==> config.mk <==
export PLATFORM = sky130hd
export DESIGN_NAME = imem_sync_loadable
export DESIGN_NICKNAME = d
export VERILOG_FILES = /design/src/rtl/imem_pkg.sv /design/src/rtl/imem_array.sv /design/src/rtl/imem_sync_loadable.sv
export SDC_FILE = /design/constraint.sdc
export NUM_CORES = 2
export LEC_CHECK = 0
export BUFFER_PORTS_ARGS = -buffer_cell sky130_fd_sc_hd__buf_2
export CAP_MARGIN = 20
export CORE_MARGIN = 2
export CORE_UTILIZATION = 50
export DETAILED_ROUTE_END_ITERATION = 6
export PLACE_DENSITY = 0.79
export SLEW_MARGIN = 20
export SYNTH_ARGS = -nofsm -noshare
export SYNTH_HDL_FRONTEND = slang
export SYNTH_HIERARCHICAL = 1
export SYNTH_SLANG_ARGS = --single-unit
==> constraint.sdc <==
create_clock -name clk -period 1.8 [get_ports clk]
set_input_delay 0.09 -clock clk [delete_from_list [all_inputs] [get_ports clk]]
set_output_delay 0.09 -clock clk [all_outputs]
set_load 0.05 [all_outputs]
==> src/rtl/imem_pkg.sv <==
// Shared constants, output-state encoding and the power-up program image for imem_sync_loadable.
package imem_pkg;

  localparam int unsigned IMAGE_W = 32;
  localparam logic [IMAGE_W-1:0] NOP_WORD = 32'hE1A00000;

  localparam int unsigned FAULT_MISALIGN = 0;
  localparam int unsigned FAULT_RANGE    = 1;

  typedef enum logic [1:0] {
    ST_EMPTY,
    ST_VALID,
    ST_HOLD
  } out_state_e;

  // Boot program; every word past the listed ones is a NOP.
  function automatic logic [IMAGE_W-1:0] default_image(input int unsigned idx);
    case (idx)
      0:       return 32'hE3A00001;
      1:       return 32'hE3A01002;
      2:       return 32'hE0802001;
      3:       return 32'hE2522001;
      4:       return 32'hE1A03002;
      5:       return 32'hEAFFFFFE;
      default: return NOP_WORD;
    endcase
  endfunction

endpackage

==> src/rtl/imem_array.sv <==
// Instruction storage: one synchronous write port, one registered read port with read enable.
// IMEM_PARITY_EN adds an even-parity bit per word, checked on the read side.
module imem_array
  import imem_pkg::*;
#(
  parameter int unsigned DATA_W = 32,
  parameter int unsigned DEPTH  = 64,
  parameter int unsigned IDX_W  = $clog2(DEPTH)
) (
  input  logic              clk,
  input  logic              rst_n,
  input  logic              we,
  input  logic [IDX_W-1:0]  waddr,
  input  logic [DATA_W-1:0] wdata,
  input  logic              re,
  input  logic [IDX_W-1:0]  raddr,
  output logic [DATA_W-1:0] rdata,
  output logic              parity_err
);

`ifdef IMEM_PARITY_EN
  localparam int unsigned WORD_W = DATA_W + 1;
`else
  localparam int unsigned WORD_W = DATA_W;
`endif

  function automatic logic [WORD_W-1:0] encode(input logic [DATA_W-1:0] d);
`ifdef IMEM_PARITY_EN
    return {^d, d};
`else
    return d;
`endif
  endfunction

  function automatic logic [DEPTH-1:0][WORD_W-1:0] power_up_image();
    logic [DEPTH-1:0][WORD_W-1:0] img;
    for (int unsigned i = 0; i < DEPTH; i++)
      img[i] = encode(DATA_W'(default_image(i)));
    return img;
  endfunction

  // Contents are not touched by reset; only the declaration sets the boot image.
  logic [DEPTH-1:0][WORD_W-1:0] mem = power_up_image();
  logic [WORD_W-1:0]            rword;

  always_ff @(posedge clk) begin
    if (rst_n && we)
      mem[waddr] <= encode(wdata);
  end

  always_ff @(posedge clk or negedge rst_n) begin
    if (!rst_n)
      rword <= encode(DATA_W'(NOP_WORD));
    else if (re)
      rword <= mem[raddr];
  end

  assign rdata = rword[DATA_W-1:0];

`ifdef IMEM_PARITY_EN
  assign parity_err = ^rword;
`else
  assign parity_err = 1'b0;
`endif

endmodule

==> src/rtl/imem_sync_loadable.sv <==
// Loadable instruction memory with registered read, fetch handshake, stall hold and fault flags.
// Optional word parity is enabled with the IMEM_PARITY_EN macro.
module imem_sync_loadable
  import imem_pkg::*;
#(
  parameter int unsigned DATA_W = 32,
  parameter int unsigned DEPTH  = 64,
  parameter int unsigned ADDR_W = 32
) (
  input  logic              clk,
  input  logic              rst_n,
  input  logic              fetch_req,
  input  logic [ADDR_W-1:0] fetch_addr,
  output logic              fetch_ready,
  input  logic              stall,
  output logic [DATA_W-1:0] rd,
  output logic              rd_valid,
  output logic [1:0]        fault,
  input  logic              load_en,
  input  logic              load_we,
  input  logic [ADDR_W-1:0] load_addr,
  input  logic [DATA_W-1:0] load_data,
  output logic              busy
);

  localparam int unsigned IDX_W = $clog2(DEPTH);

  out_state_e        state, state_next;
  logic              load_en_q, turnaround, accept;
  logic              fetch_in_range, load_in_range;
  logic              misalign_q, oor_q, parity_err;
  logic [DATA_W-1:0] rdata;
  logic [ADDR_W-3:0] fetch_idx, load_idx;

  assign fetch_idx      = fetch_addr[ADDR_W-1:2];
  assign load_idx       = load_addr[ADDR_W-1:2];
  assign fetch_in_range = fetch_idx < (ADDR_W-2)'(DEPTH);
  assign load_in_range  = load_idx < (ADDR_W-2)'(DEPTH);

  assign turnaround  = load_en_q && !load_en;
  assign busy        = load_en || turnaround;
  assign fetch_ready = !busy && !(rd_valid && stall);
  assign accept      = fetch_req && fetch_ready;

  imem_array #(
    .DATA_W (DATA_W),
    .DEPTH  (DEPTH),
    .IDX_W  (IDX_W)
  ) u_array (
    .clk        (clk),
    .rst_n      (rst_n),
    .we         (load_en && load_we && load_in_range),
    .waddr      (load_idx[IDX_W-1:0]),
    .wdata      (load_data),
    .re         (accept),
    .raddr      (fetch_idx[IDX_W-1:0]),
    .rdata      (rdata),
    .parity_err (parity_err)
  );

  always_ff @(posedge clk or negedge rst_n) begin
    if (!rst_n) begin
      state      <= ST_EMPTY;
      load_en_q  <= 1'b0;
      misalign_q <= 1'b0;
      oor_q      <= 1'b0;
    end else begin
      state     <= state_next;
      load_en_q <= load_en;
      if (accept) begin
        misalign_q <= fetch_addr[1:0] != 2'b00;
        oor_q      <= !fetch_in_range;
      end
    end
  end

  always_comb begin
    state_next = state;
    unique case (state)
      ST_EMPTY: if (accept) state_next = ST_VALID;
      ST_VALID: begin
        if (accept)     state_next = ST_VALID;
        else if (stall) state_next = ST_HOLD;
        else            state_next = ST_EMPTY;
      end
      ST_HOLD:  if (!stall) state_next = accept ? ST_VALID : ST_EMPTY;
      default:  state_next = ST_EMPTY;
    endcase
  end

  // rd/fault come from registers that only move on an accepted fetch, so HOLD and EMPTY keep them.
  always_comb begin
    rd_valid              = state != ST_EMPTY;
    rd                    = (oor_q || parity_err) ? DATA_W'(NOP_WORD) : rdata;
    fault                 = '0;
    fault[FAULT_MISALIGN] = misalign_q;
    fault[FAULT_RANGE]    = oor_q || parity_err;
  end

endmodule
==> impl_metrics.json <==
{
  "switching_share_pct": 22.0,
  "grt_busiest_layer": "met2",
  "reg2regPathDepth": 9,
  "grt.met2_usage_pct": 43.5,
  "core_area_um2": 160000,
  "grt_max_degree": 65,
  "fmax_mhz": 405,
  "rows": 147,
  "ctsLongestPathBuffers": 3,
  "drive_gt1_share_pct": 30.7,
  "yosysTopAreaCellShare_pct": 76.4,
  "clkLatencyLatePin_ns": 0.85,
  "grtUsageMet1_pct": 38.8,
  "final_common_cell": "edfxtp_1",
  "remaining_drc_errors": 0,
  "synth.largest_area_cell": "edfxtp_1",
  "setup_viol": 68,
  "numCtsBuffers": 196,
  "holdPathStages": 5,
  "whs_ns": 0.0276,
  "synth_edf_count": 2048,
  "worst_hold_path_type": "in -> reg",
  "synth_area_leaders": "edfxtp_1 (76%), mux2i_1 (6.4%), mux4_2 (6.1%)",
  "cts.sinks": 2085,
  "crit_path_end_kind": "flop",
  "clkSlewWorstSetupHoldPaths_ns": 0.06,
  "final_cell_mix": "edfxtp_1 (2048), mux2i_1 (512), buf_4 (380)",
  "seqPwrFrac_pct": 52.7,
  "startpoint": "state[1]$_DFFE_PN0P_",
  "reg2reg_from": "state[1]$_DFFE_PN0P_",
  "grt_pass1_wl_mm": 329,
  "final_nets": 4898,
  "met3_usage_pct": 7.83,
  "drt_iter0_drc": 7723,
  "setup_slack_ns": -0.672,
  "synth_nets": 4104,
  "post-route-util_pct": 62.1,
  "io_pins": 139,
  "initial_utilization_pct": 50.2,
  "final.fill_count": 10300,
  "ys_warn_count": 6,
  "power.share.clock_pct": 40.5,
  "synthFlopType": "edfxtp_1",
  "ir_drop_v": 0.000977,
  "seq_area_frac_synth_pct": 77.6,
  "synth-seq-cells": 2085,
  "die_h_um": 405,
  "num_vias": 45700,
  "crit_arrival_ns": 3.20,
  "min_from": "load_addr[3]",
  "fin_crit_sh_pct": 137,
  "netSwitchingPower_uw": 22300,
  "viasPerCell": 6.42,
  "dr.pass1.iters": 5,
  "worstPathRequired_ns": 2.53,
  "place.gp.congestion": 0.923,
  "avgSynthCellArea_um2": 20.1,
  "relSlewSlack_pct": 58.9,
  "grt_pass1_vias": 44500,
  "cp_max_fo": 7,
  "run_status": "complete, but fails checks",
  "drv_cap": 0,
  "combPwrFrac_pct": 6.8,
  "dieArea_um2": 164000,
  "fin_crit_ns": 2.47,
  "die_w_um": 405,
  "path_class": "reg -> reg",
  "p_leak_uw": 0.0340,
  "cts.htree.levels": 4,
  "critPathLaunchType": "flop",
  "intPower_uw": 79100,
  "area_delta_synth_final_pct": 23.6,
  "hpwl_mm": 140,
  "cts_tree": "done",
  "syn_inst": 4002,
  "syn_area_um2": 80500,
  "grt_usage_pct": 28.6,
  "grt_antenna_before_repair": 13,
  "hold_viol_final": 0,
  "routed_wirelength_mm": 237,
  "power.density_nw_per_um2": 1020,
  "violations": "negative setup slack",
  "skew_ns": 0.0372,
  "final_max_slew_viol_count": 0,
  "ys_types": 52,
  "tightest_slew_ns": 0.616,
  "cts-root-buf": "clkbuf_16",
  "antenna_left": 0,
  "io_buffer_count": 136,
  "rsz0062_at_grt": "true",
  "wire_per_inst_um": 33.3,
  "synthArstFlopShare_pct": 1.77,
  "grt-ovfl-total": 0
}
[cell usage after synthesis (all sizes together), types with 34 or more instances]
cell	instances
edfxtp	2048
mux2i	512
mux4	256
a22oi	192
buf	164
nand2	140
nor2	140
clkbuf	70
a221oi	64
o22ai	64
nand2b	34
nand4	34
[what timing repair did]
item | 4_1_cts | 5_1_grt
pin swaps | 107 | 79
gates resized for setup | 271 | 32
hold endpoints to repair | 2079 | 1
gates cloned | 6 | 4
hold buffers | 46 | 2
setup buffers | 21 | 16
endpoints found under the setup margin | 165 | 163
[registers in the layout, summed over array words and instances, names as in the netlist]
name,cells
oor_q,1
misalign_q,1
u_array/rdata,32
u_array/mem,2048
load_en_q,1
state,2
[per-layer routing]
layer | part of all wire (%) | vias up
met2 | 46 | 3702
met5 | 0.036 | -
met3 | 14 | 558
met1 | 35 | 23200
met4 | 5.1 | 14
li1 | - | 18200
[area by class of cell]
| cell class | instances | area, um^2 | share of cell area (%) |
|---|---|---|---|
| inverters | 3 | 26.3 | 0.0264 |
| multi-input cells | 1680 | 18300 | 18.4 |
| well taps | 2160 | 2700 | 2.72 |
| diodes | 2 | 5.00 | 0.00503 |
| flip-flops and latches | 2085 | 62400 | 62.7 |
| repair buffers | 830 | 9690 | 9.73 |
| clock inverters | 107 | 1100 | 1.11 |
| clock buffers | 247 | 5200 | 5.22 |
[power groups by stage]
| stage | sequential [uW] | clock, uW | combinational [uW] |
|---|---|---|---|
| global placement | 54400 | 0 | 6000 |
| finish | 53400 | 41100 | 6860 |
| detailed placement | 54400 | 0 | 6140 |
| floorplan | 54400 | 0 | 2550 |
| CTS | 53400 | 41200 | 6600 |
| global route | 53400 | 43100 | 7010 |
[critical path: stages, from the launching register on]
cell,delay [ns]
dfrtp_1,0.41
o21ai_4,0.20
nand3_4,0.14
clkinv_8,0.11
buf_12,0.14
nand2b_4,0.17
o221ai_4,0.17
nor3_4,0.20
nand4_1,0.36
a221o_1,0.47
[worst paths after layout]
check                                                endpoint  slack, ns
worst max-delay path            u_array/rdata[16]$_DFFE_PN0P_      -0.67
max in group asynchronous                   oor_q$_DFFE_PN0P_       0.58
worst min register to register         misalign_q$_DFFE_PN0P_       0.61
worst min-delay path               u_array/mem[211]$_DFFE_PP_       0.03
worst max register to register  u_array/rdata[16]$_DFFE_PN0P_      -0.67
min in group asynchronous       u_array/rdata[25]$_DFFE_PN0P_       0.61
[cell families (layout without fill, tap and decap cells)]
logic type	after synthesis	in the layout	share of synthesized area (%)
other cells	1	3	0.00466
compound gates	454	454	4.20
simple gates	456	456	2.69
mux	768	768	13.7
xor+xnor	1	1	0.0109
flops	2085	2085	77.6
buf+inv	237	1187	1.83
[per-stage QoR]
stage / area (um^2) / std cells / worst slack (ns) / total power (uW) / TNS [ns]
5_1_grt: 99500 / 7113 / -0.633 / 104000 / -31.96
3_5_place_dp: 90700 / 6667 / -1.16 / 60600 / -1548.32
2_1_floorplan: 81100 / 4002 / -0.345 / 57000 / -538.41
6_report: 99500 / 7114 / -0.672 / 101000 / -29.22
3_3_place_gp: 90700 / 6667 / -1.13 / 60400 / -1520.34
4_1_cts: 99100 / 7094 / -0.593 / 101000 / -30.02
(Power assumes the default switching activity.)
